**config.mk**
```make
export PLATFORM = sky130hd
export DESIGN_NAME = sprite_layer_scheduler
export DESIGN_NICKNAME = d
export VERILOG_FILES = /design/src/rtl/sprite_pkg.sv /design/src/rtl/sprite_prio_select.sv /design/src/rtl/sprite_layer_scheduler.sv
export SDC_FILE = /design/constraint.sdc
export NUM_CORES = 1
export LEC_CHECK = 0
export CAP_MARGIN = 5
export CORE_MARGIN = 10
export CORE_UTILIZATION = 50
export CTS_CLUSTER_SIZE = 16
export DETAILED_ROUTE_END_ITERATION = 10
export PLACE_DENSITY = 0.8
export SLEW_MARGIN = 20
export SYNTH_ARGS = -nofsm -noshare
export SYNTH_HDL_FRONTEND = slang
export SYNTH_SLANG_ARGS = --single-unit
```
**constraint.sdc**
```tcl
create_clock -name Clk -period 2.65 [get_ports Clk]
set_input_delay 0.265 -clock Clk [delete_from_list [all_inputs] [get_ports Clk]]
set_output_delay 0.265 -clock Clk [all_outputs]
set_load 0.03 [all_outputs]
```
**src/rtl/sprite_pkg.sv**
```systemverilog
// ---------------------------------------------------------------------------
// sprite_pkg
// Shared types and defaults for the sprite layer scheduler slice.
//   DEF_NUM_LAYERS  default number of sprite layers (layer 0 = player)
//   DEF_TRANSP_IDX  default chroma-key palette index
//   DEF_CNT_W       default collision counter width
//   rgb24_t         packed {R,G,B} colour
//   pal_idx_t       4-bit shared palette index
//   lyr_id_t        layer id wide enough to also encode "background"
// ---------------------------------------------------------------------------
package sprite_pkg;

  localparam int         DEF_NUM_LAYERS = 4;
  localparam logic [3:0] DEF_TRANSP_IDX = 4'h1;
  localparam int         DEF_CNT_W      = 16;

  typedef logic [23:0] rgb24_t;
  typedef logic [3:0]  pal_idx_t;

  // One extra bit beyond the layer index so the value NUM_LAYERS can
  // stand for "no layer won, background shown".
  function automatic int layerIdWidth(input int numLayers);
    return $clog2(numLayers) + 1;
  endfunction

  typedef logic [layerIdWidth(DEF_NUM_LAYERS)-1:0] lyr_id_t;

endpackage

```
**src/rtl/sprite_prio_select.sv**
```systemverilog
// ---------------------------------------------------------------------------
// sprite_prio_select
// Purely combinational: builds the opaque mask (layer covers the pixel and
// its index is not the chroma key), picks the lowest-numbered opaque layer
// and flags a layer-0 collision.
//   valid_i   per-layer coverage, already gated by the active enable mask
//   idx_i     per-layer palette index, layer i at [4i+3:4i]
//   hit_o     at least one layer is opaque
//   winId_o   lowest opaque layer (0 when no hit)
//   winIdx_o  palette index of that layer (0 when no hit)
//   coll_o    layer 0 opaque together with any other opaque layer
// ---------------------------------------------------------------------------
module sprite_prio_select
  import sprite_pkg::*;
#(
  parameter int         NUM_LAYERS = DEF_NUM_LAYERS,
  parameter logic [3:0] TRANSP_IDX = DEF_TRANSP_IDX,
  parameter int         ID_W       = layerIdWidth(DEF_NUM_LAYERS)
) (
  input  logic [NUM_LAYERS-1:0]   valid_i,
  input  logic [4*NUM_LAYERS-1:0] idx_i,
  output logic                    hit_o,
  output logic [ID_W-1:0]         winId_o,
  output pal_idx_t                winIdx_o,
  output logic                    coll_o
);

  logic [NUM_LAYERS-1:0] opaque;

  // A layer only competes when it covers the pixel with a non-key colour.
  always_comb begin
    opaque = '0;
    for (int i = 0; i < NUM_LAYERS; i++) begin
      opaque[i] = valid_i[i] && (idx_i[4*i +: 4] != TRANSP_IDX);
    end
  end

  // Scanning from the top down lets the lowest opaque layer overwrite any
  // higher one, which gives layer 0 the final say.
  always_comb begin
    hit_o    = |opaque;
    winId_o  = '0;
    winIdx_o = '0;
    for (int i = NUM_LAYERS - 1; i >= 0; i--) begin
      if (opaque[i]) begin
        winId_o  = ID_W'(i);
        winIdx_o = idx_i[4*i +: 4];
      end
    end
  end

  assign coll_o = opaque[0] && (|opaque[NUM_LAYERS-1:1]);

endmodule

```
**src/rtl/sprite_layer_scheduler.sv**
```systemverilog
// ---------------------------------------------------------------------------
// sprite_layer_scheduler
// Per-pixel compositor for the shared sprite palette. Three-stage pipeline:
//   S1 registers the incoming pixel with the layer-enable mask applied,
//   S2 resolves priority/transparency and detects layer-0 collisions,
//   S3 drives the external palette lookup and registers the RGB result.
// Ports:
//   Clk, Reset_n              clock, asynchronous active-low reset
//   frame_start               one-cycle pulse at the first pixel of a frame
//   pix_valid                 active-video pixel strobe
//   lyr_valid, lyr_idx        per-layer coverage and palette index
//   bg_rgb                    colour shown when no layer is opaque
//   cfg_valid/cfg_mask        layer-enable update request, cfg_ready accepts
//   pal_idx -> pal_rgb        shared palette, combinational return
//   rgb_out/rgb_valid         composited pixel, 3 cycles after pix_valid
//   owner_id                  winning layer, NUM_LAYERS for background
//   coll_count                layer-0 collisions seen in the previous frame
// ---------------------------------------------------------------------------
module sprite_layer_scheduler
  import sprite_pkg::*;
#(
  parameter int         NUM_LAYERS = DEF_NUM_LAYERS,
  parameter logic [3:0] TRANSP_IDX = DEF_TRANSP_IDX,
  parameter int         CNT_W      = DEF_CNT_W
) (
  input  logic                          Clk,
  input  logic                          Reset_n,
  input  logic                          frame_start,
  input  logic                          pix_valid,
  input  logic [NUM_LAYERS-1:0]         lyr_valid,
  input  logic [4*NUM_LAYERS-1:0]       lyr_idx,
  input  rgb24_t                        bg_rgb,
  input  logic                          cfg_valid,
  input  logic [NUM_LAYERS-1:0]         cfg_mask,
  output logic                          cfg_ready,
  output pal_idx_t                      pal_idx,
  input  rgb24_t                        pal_rgb,
  output rgb24_t                        rgb_out,
  output logic                          rgb_valid,
  output logic [$clog2(NUM_LAYERS):0]   owner_id,
  output logic [CNT_W-1:0]              coll_count
);

  localparam int              ID_W  = layerIdWidth(NUM_LAYERS);
  localparam logic [ID_W-1:0] BG_ID = ID_W'(NUM_LAYERS);

  // Layer-enable configuration
  logic [NUM_LAYERS-1:0] activeMask_q, activeMask_d;
  logic [NUM_LAYERS-1:0] shadowMask_q, shadowMask_d;
  logic                  pending_q, pending_d;
  logic                  cfgCapture;
  logic [NUM_LAYERS-1:0] frameMask;
  logic [NUM_LAYERS-1:0] s1Mask;

  // Pipeline stages
  logic                    s1Valid_q;
  logic [NUM_LAYERS-1:0]   s1Lyr_q;
  logic [4*NUM_LAYERS-1:0] s1Idx_q;
  rgb24_t                  s1Bg_q;

  logic                    selHit;
  logic [ID_W-1:0]         selId;
  pal_idx_t                selIdx;
  logic                    selColl;

  logic                    s2Valid_q;
  logic                    s2Hit_q;
  logic [ID_W-1:0]         s2Id_q;
  pal_idx_t                s2Idx_q;
  rgb24_t                  s2Bg_q;

  rgb24_t                  rgbOut_q;
  logic                    rgbValid_q;
  logic [ID_W-1:0]         ownerId_q;

  // Collision counting
  logic [CNT_W-1:0]        running_q, running_d;
  logic [CNT_W-1:0]        collCount_q, collCount_d;
  logic [CNT_W-1:0]        runAtEdge;
  logic                    collInc;

  assign cfg_ready  = !pending_q;
  assign cfgCapture = cfg_valid && cfg_ready;

  // The mask taking effect at a frame boundary: a request captured in the
  // same cycle wins, otherwise whatever sits in the shadow register (which
  // equals the active mask when nothing is pending).
  assign frameMask = cfgCapture ? cfg_mask : shadowMask_q;

  // The first pixel of a frame arrives with frame_start, so it must already
  // see the new mask rather than last frame's.
  assign s1Mask = frame_start ? frameMask : activeMask_q;

  // Next-state for the configuration handshake. Pending blocks new requests
  // until the frame boundary so the mask never changes mid-frame.
  always_comb begin
    activeMask_d = activeMask_q;
    shadowMask_d = shadowMask_q;
    pending_d    = pending_q;
    if (cfgCapture) begin
      shadowMask_d = cfg_mask;
    end
    if (frame_start) begin
      activeMask_d = frameMask;
      pending_d    = 1'b0;
    end else if (cfgCapture) begin
      pending_d    = 1'b1;
    end
  end

  // Configuration registers come out of reset with every layer enabled.
  always_ff @(posedge Clk or negedge Reset_n) begin
    if (!Reset_n) begin
      activeMask_q <= '1;
      shadowMask_q <= '1;
      pending_q    <= 1'b0;
    end else begin
      activeMask_q <= activeMask_d;
      shadowMask_q <= shadowMask_d;
      pending_q    <= pending_d;
    end
  end

  // S1: capture the pixel with disabled layers already masked off.
  always_ff @(posedge Clk or negedge Reset_n) begin
    if (!Reset_n) begin
      s1Valid_q <= 1'b0;
      s1Lyr_q   <= '0;
      s1Idx_q   <= '0;
      s1Bg_q    <= '0;
    end else begin
      s1Valid_q <= pix_valid;
      s1Lyr_q   <= lyr_valid & s1Mask;
      s1Idx_q   <= lyr_idx;
      s1Bg_q    <= bg_rgb;
    end
  end

  sprite_prio_select #(
    .NUM_LAYERS (NUM_LAYERS),
    .TRANSP_IDX (TRANSP_IDX),
    .ID_W       (ID_W)
  ) u_prioSelect (
    .valid_i  (s1Lyr_q),
    .idx_i    (s1Idx_q),
    .hit_o    (selHit),
    .winId_o  (selId),
    .winIdx_o (selIdx),
    .coll_o   (selColl)
  );

  // S2: hold the priority decision for the palette lookup stage.
  always_ff @(posedge Clk or negedge Reset_n) begin
    if (!Reset_n) begin
      s2Valid_q <= 1'b0;
      s2Hit_q   <= 1'b0;
      s2Id_q    <= '0;
      s2Idx_q   <= '0;
      s2Bg_q    <= '0;
    end else begin
      s2Valid_q <= s1Valid_q;
      s2Hit_q   <= selHit;
      s2Id_q    <= selId;
      s2Idx_q   <= selIdx;
      s2Bg_q    <= s1Bg_q;
    end
  end

  assign pal_idx = s2Hit_q ? s2Idx_q : '0;

  // S3: bubbles leave rgb_out and owner_id untouched and only drop rgb_valid.
  always_ff @(posedge Clk or negedge Reset_n) begin
    if (!Reset_n) begin
      rgbOut_q   <= '0;
      rgbValid_q <= 1'b0;
      ownerId_q  <= BG_ID;
    end else begin
      rgbValid_q <= s2Valid_q;
      if (s2Valid_q) begin
        rgbOut_q  <= s2Hit_q ? pal_rgb : s2Bg_q;
        ownerId_q <= s2Hit_q ? s2Id_q : BG_ID;
      end
    end
  end

  assign rgb_out   = rgbOut_q;
  assign rgb_valid = rgbValid_q;
  assign owner_id  = ownerId_q;

  // Collisions are counted as a valid pixel is resolved in S2. The frame
  // snapshot includes a collision resolved in the frame_start cycle itself;
  // pixels still in S1 land in the new frame.
  assign collInc   = s1Valid_q && selColl;
  assign runAtEdge = (collInc && (running_q != '1)) ? running_q + CNT_W'(1) : running_q;

  always_comb begin
    running_d   = runAtEdge;
    collCount_d = collCount_q;
    if (frame_start) begin
      running_d   = '0;
      collCount_d = runAtEdge;
    end
  end

  // Running and snapshot collision counters.
  always_ff @(posedge Clk or negedge Reset_n) begin
    if (!Reset_n) begin
      running_q   <= '0;
      collCount_q <= '0;
    end else begin
      running_q   <= running_d;
      collCount_q <= collCount_d;
    end
  end

  assign coll_count = collCount_q;

endmodule

```
== Yosys cells after proc, flatten, opt, wreduce, memory -nomap -nowiden ==
Index checks and enable logic that the tools add are counted.

* Bits in registers: 147
* Bits in latches: 0
* Bits in writable memories: 0
* ROM bits: 0
* Output and inout bits: 49
* Word-level logic and storage cells: 53
* Memories: 0

* $add $sub $neg: 1
* Multiply operators: 0
* Divide/modulo/power cells: 0
* Magnitude comparators: 0
* Equal/unequal tests: 5
* Shifts and indexed selects: 0
* Multiplexer cells: 17
* Bitwise gates (word level): 1
* Reductions and logical operators: 12

{| class="wikitable"
|+ Operators by type and width
! operator !! count
|-
| two-way mux 16 bit || 2
|-
| two-way mux 4 bit || 7
|-
| two-way mux 24 bit || 1
|-
| adder 16 x 1 -> 16 bit (second input constant) || 1
|-
| != test 16 bit (second input constant) || 1
|-
| != test 4 x 1 -> 1 bit (second input constant) || 4
|-
| logical AND 1 bit || 8
|-
| two-way mux 2 bit || 4
|-
| AND 4 bit || 1
|-
| OR reduction 4 bit || 1
|-
| two-way mux 3 bit || 1
|-
| OR reduction 3 bit || 1
|-
| two-way mux 1 bit || 2
|-
| nonzero test 2 bit || 1
|-
| logical NOT 1 bit || 1
|}

== Depth between registers and ports, before layout ==
* Word-level depth: 8
* Mapped depth: 7
* Mapped depth without buffers: 5

== Cells and area by module ==
A second synthesis with hierarchy kept.

* Cells, all modules: 424
* Area total of the unflattened synthesis: 5442.7 µm²

{| class="wikitable"
|+ By module, submodules not included
! module !! times used !! cells each !! area an instance (µm²) !! seq. area each (µm²)
|-
| sprite_layer_scheduler || 1 || 381 || 5134.9 || 3689.8
|-
| sprite_prio_select || 1 || 43 || 307.8 || 0.0
|}

== Least setup slack after synthesis ==
OpenSTA, ideal clock, no wires.

* Path kind: reg-to-reg
* From: register s1Idx_q[5]
* To: register running_q[10]
* Arrival: 2.183 ns
* Path slack: 0.342 ns
* Cell stages (with the launch flop): 6
* Period minus slack after synthesis: 2.308 ns
* Cell sequence: dfrtp_1 > or4b_4 > a222oi_1 > buf_6 > nor4_1 > mux2_4

* Word-level cells in the longest chain between the ends: 8

{| class="wikitable"
|+ Ends and longest elaborated chain
! what !! line !! source
|-
| start, declared || sprite_layer_scheduler.sv:58 || <nowiki>logic [4*NUM_LAYERS-1:0] s1Idx_q;</nowiki>
|-
| start signal, assigned || sprite_layer_scheduler.sv:134 || <nowiki>s1Idx_q <= lyr_idx;</nowiki>
|-
| != test 4 x 1 -> 1 bit || sprite_prio_select.sv:34 || <nowiki>opaque[i] = valid_i[i] && (idx_i[4*i +: 4] != TRANSP_IDX);</nowiki>
|-
| logical AND 1 bit || sprite_prio_select.sv:34 ||
|-
| OR reduction 3 bit || sprite_prio_select.sv:52 || <nowiki>assign coll_o = opaque[0] && (|opaque[NUM_LAYERS-1:1]);</nowiki>
|-
| logical AND 1 bit || sprite_prio_select.sv:52 ||
|-
| logical AND 1 bit || sprite_layer_scheduler.sv:193 || <nowiki>assign collInc = s1Valid_q && selColl;</nowiki>
|-
| logical AND 1 bit || sprite_layer_scheduler.sv:194 || <nowiki>assign runAtEdge = (collInc && (running_q != '1)) ? running_q + CNT_W'(1) : running_q;</nowiki>
|-
| two-way mux 16 bit || sprite_layer_scheduler.sv:194 ||
|-
| two-way mux 16 bit || sprite_layer_scheduler.sv:199 || <nowiki>if (frame_start) begin</nowiki>
|-
| via running_d[10] || sprite_layer_scheduler.sv:77 || <nowiki>logic [CNT_W-1:0] running_q, running_d;</nowiki>
|-
| end signal, assigned || sprite_layer_scheduler.sv:211 || <nowiki>running_q <= running_d;</nowiki>
|-
| end, declared || sprite_layer_scheduler.sv:77 ||
|}

The timed path passes the listed nets, and every way through them passes these cells.
A chain may end at the register's enable or synchronous reset.

== Final worst setup path ==
Same ends and word-level chain as after synthesis.

==> summary.txt <==
Status
  – Outcome: finished, final reports clean

Job
  – MaxCap Viol Count: 0

STA
  – Setup TNS: 0 ps
  – Final Hold Vio Count: 0
  – Min Tclk post-route: 2310 ps
  – Slew HR: 61.6%
  – Setup-failing EPs final: 0
  – Max Clock Freq: 432 MHz
  – Worst slew pin tran: 573 ps
  – Post-Route Skew: 11.3 ps
  – Max Transition Viols Final: 0
  – Hold WS: 256 ps
  – RSZ-0062 raised after global routing: no
  – Fin crit share: 87.3%

Critical path
  – Flop2flop setup slack: 340 ps
  – Required time worst endpoint: 2950 ps
  – Setup CP Type: flop to flop
  – CP Capture Type: flop
  – FF-to-FF End: running_q[10]
  – Arr. time, crit path: 2620 ps
  – R2R depth: 5
  – Crit-path max FO: 35
  – Crit path launch type: flop
  – Worst r2r src: s1Idx_q[5]

Synth
  – Register area share after synthesis: 65.1%
  – Largest family of logic cells by synthesized area: simple AND/OR/NAND/NOR gates
  – Complex-gate fraction of the synthesized area: 8.99%
  – Yosys reg bits: 146
  – Netlist Area Pre-Place: 0.00563 mm^2
  – Post-synth top area cell: dfrtp_1
  – Adder-Cell Fraction of Synth Area: 0.222%
  – Top FF cell, synth: dfrtp_1
  – Syn_area_per_cell: 12.2 um^2
  – Synth Instances: 462
  – Ranking of synthesized cells by area: dfrtp_1, mux2i_1, dfstp_2
  – Post-synth EDFFs: 0
  – Post-Syn Nets: 540
  – Synth warn: 0
  – Asr flop ratio synth: 100%
  – Simple-Gate Fraction of Synth Area: 15.0%
  – Yosys top cell area share: 60.9%
  – Mux cell area share after synthesis: 7.32%
  – Synth Area in XOR/XNOR: 0%
  – Cell variety after synth: 47

Pwr
  – Combinational share of power: 16.1%
  – PwrDens: 766 mW/mm^2
  – Leak: 3.24 nW
  – Switch Pwr: 1.54 mW
  – Sequential share of power: 43.4%
  – Switching part of the total: 26.5%
  – Clock share of power: 40.5%
  – Cell-internal power: 4.27 mW
  – VDD IR max: 0.467 mV

Detailed routing
  – Vias per Instance: 5.47
  – Initial drt markers: 402
  – Router iterations before antenna repair: 4
  – WL/cell: 17.8 um
  – Drt total wl: 13200 um
  – DR vias: 4035
  – Drt drc: 0
  – Antenna Nets Post-Route: 0

Clocking
  – CTS tree: done
  – H-tree depth: 4
  – Max clock buf depth: 2
  – Reg clk slew, reported paths: 60 ps
  – CTS sink count: 146
  – Post_cts resized: 0
  – Clock root cell: clkbuf_16
  – Clk_lat worst skew: 420 ps
  – Total CTS buffers: 17

Hold path
  – Hold path depth: 4
  – Hold path endpoint: coll_count[15]
  – HP Class: input port to flop
  – HP Start: frame_start

Die
  – Rows: 38
  – Area of the core: 0.0109 mm^2
  – Die W: 126 um
  – Initial core utilization: 51.4%
  – DIE AREA: 0.0159 mm^2
  – # IOs: 126
  – Die Ht: 126 um

Placement
  – RD Place Congestion: 0.829
  – Port Buffers: 125
  – Number of cells after detailed placement: 705
  – Post-DP HPWL: 9350 um

Final layout
  – Fillers: 776
  – Area growth from synthesis to layout: 34.9%
  – Share of cells above drive strength 1: 11.2%
  – Fin cells: 738
  – Nets: 663
  – Fin util: 69.4%
  – # diodes: 0

Global route
  – GRT overflow: 0
  – First-pass GRT wire length: 22000 um
  – Vias in the first global route: 4239
  – GRT Util Overall: 17.1%
  – Initial antenna violation count: 0
  – Largest net degree at the start of global routing: 64
[worst max-delay path by stage]
stage	from	to	cells past startpoint
5_1_grt	s1Idx_q[5]	running_q[10]	5
6_report	s1Idx_q[5]	running_q[10]	5
4_1_cts	s1Idx_q[5]	running_q[10]	5
3_5_place_dp	s1Idx_q[5]	running_q[10]	5
3_3_place_gp	s1Idx_q[5]	running_q[10]	5
2_1_floorplan	s1Idx_q[5]	running_q[10]	5
[metrics by stage]
step	cell area, um^2	setup slack [ps]	power, mW
final	7590	335	5.81
after global routing	7590	223	6.06
after CTS	7590	326	5.87
after detailed placement	6980	349	3.50
after global placement	6980	380	3.47
after floorplan	5630	342	3.07
[power by group through the flow]
| stage | clock (mW) | combinational [mW] | sequential (mW) |
|---|---|---|---|
| floorplan | 0 | 0.367 | 2.70 |
| global placement | 0 | 0.920 | 2.55 |
| detailed placement | 0 | 0.944 | 2.56 |
| CTS | 2.40 | 0.951 | 2.52 |
| global route | 2.51 | 1.01 | 2.54 |
| finish | 2.35 | 0.935 | 2.52 |
[logic make-up after synthesis]
kind of cell,after synthesis
simple gates,153
buf+inv,41
compound gates,82
mux,39
fa+ha+maj,1
flops,146
[routing by layer]
metal  vias up  wire (um)  GRT usage, %
met5         -          0             0
met4         0        164          6.16
met3        14        923          6.42
met2       149       6300          26.6
met1      1976       5790          21.5
li1       1896          -             -
[final cells by class]
class | count | area, um^2 | area share (%)
sequential | 146 | 3660 | 48.3
multi-input combinational | 275 | 1790 | 23.5
timing repair buffer | 136 | 1330 | 17.6
clock buffer | 19 | 443 | 5.84
tap | 140 | 175 | 2.31
clock inverter | 13 | 151 | 2.00
inverter | 9 | 33.8 | 0.445
[synth_stat cells, types with 3 or more instances]
| cell | n |
|---|---|
| a21oi_1 | 37 |
| a221oi_1 | 3 |
| a31oi_1 | 11 |
| and2_1 | 12 |
| and3_1 | 5 |
| and4_1 | 4 |
| buf_1 | 5 |
| clkbuf_1 | 21 |
| dfrtp_1 | 137 |
| dfstp_2 | 9 |
| inv_1 | 9 |
| mux2_2 | 11 |
| mux2i_1 | 25 |
| nand2_1 | 16 |
| nand3_1 | 11 |
| nand4_1 | 10 |
| nor2_1 | 49 |
| nor2b_1 | 9 |
| nor4_1 | 7 |
| o211ai_1 | 4 |
| o21ai_0 | 6 |
| o31ai_1 | 13 |
| or4_1 | 14 |
| or4b_1 | 3 |
[flip-flops by register name, summed over array words and instances (netlist names), 2 cells and up]
register / count
owner_id: 3
running_q: 16
coll_count: 16
s1Lyr_q: 4
rgb_out: 24
s1Bg_q: 24
s2Id_q: 2
activeMask_q: 4
s1Idx_q: 16
shadowMask_q: 4
s2Bg_q: 24
s2Idx_q: 4
[worst max-delay path, stage by stage, from the launching register on]
cell,delay (ps)
dfrtp_1,380
or4b_4,550
a222oi_1,410
buf_4,380
nor4_1,150
mux2_4,320
[cells in the final DEF (no fill, tap or decap), types with 3 or more instances in the layout]
master	instances
a21oi_1	37
a221oi_1	3
a31oi_1	11
and2_1	12
and3_1	5
and4_1	4
buf_4	10
clkbuf_16	17
clkdlybuf4s50_1	123
clkinvlp_4	6
dfrtp_1	137
dfstp_2	9
inv_1	9
inv_6	3
mux2_2	11
mux2i_1	25
nand2_1	16
nand3_1	11
nand4_1	10
nor2_1	49
nor2b_1	9
nor4_1	7
o211ai_1	4
o21ai_0	6
o31ai_1	13
or4_1	14
or4b_1	3
[what timing repair did]
item / 4_1_cts / 5_1_grt
buffers inserted: 0 / 0
hold endpoints to repair: 55 / 0
hold buffers: 1 / 0
Power figures use the tool's default switching activity.
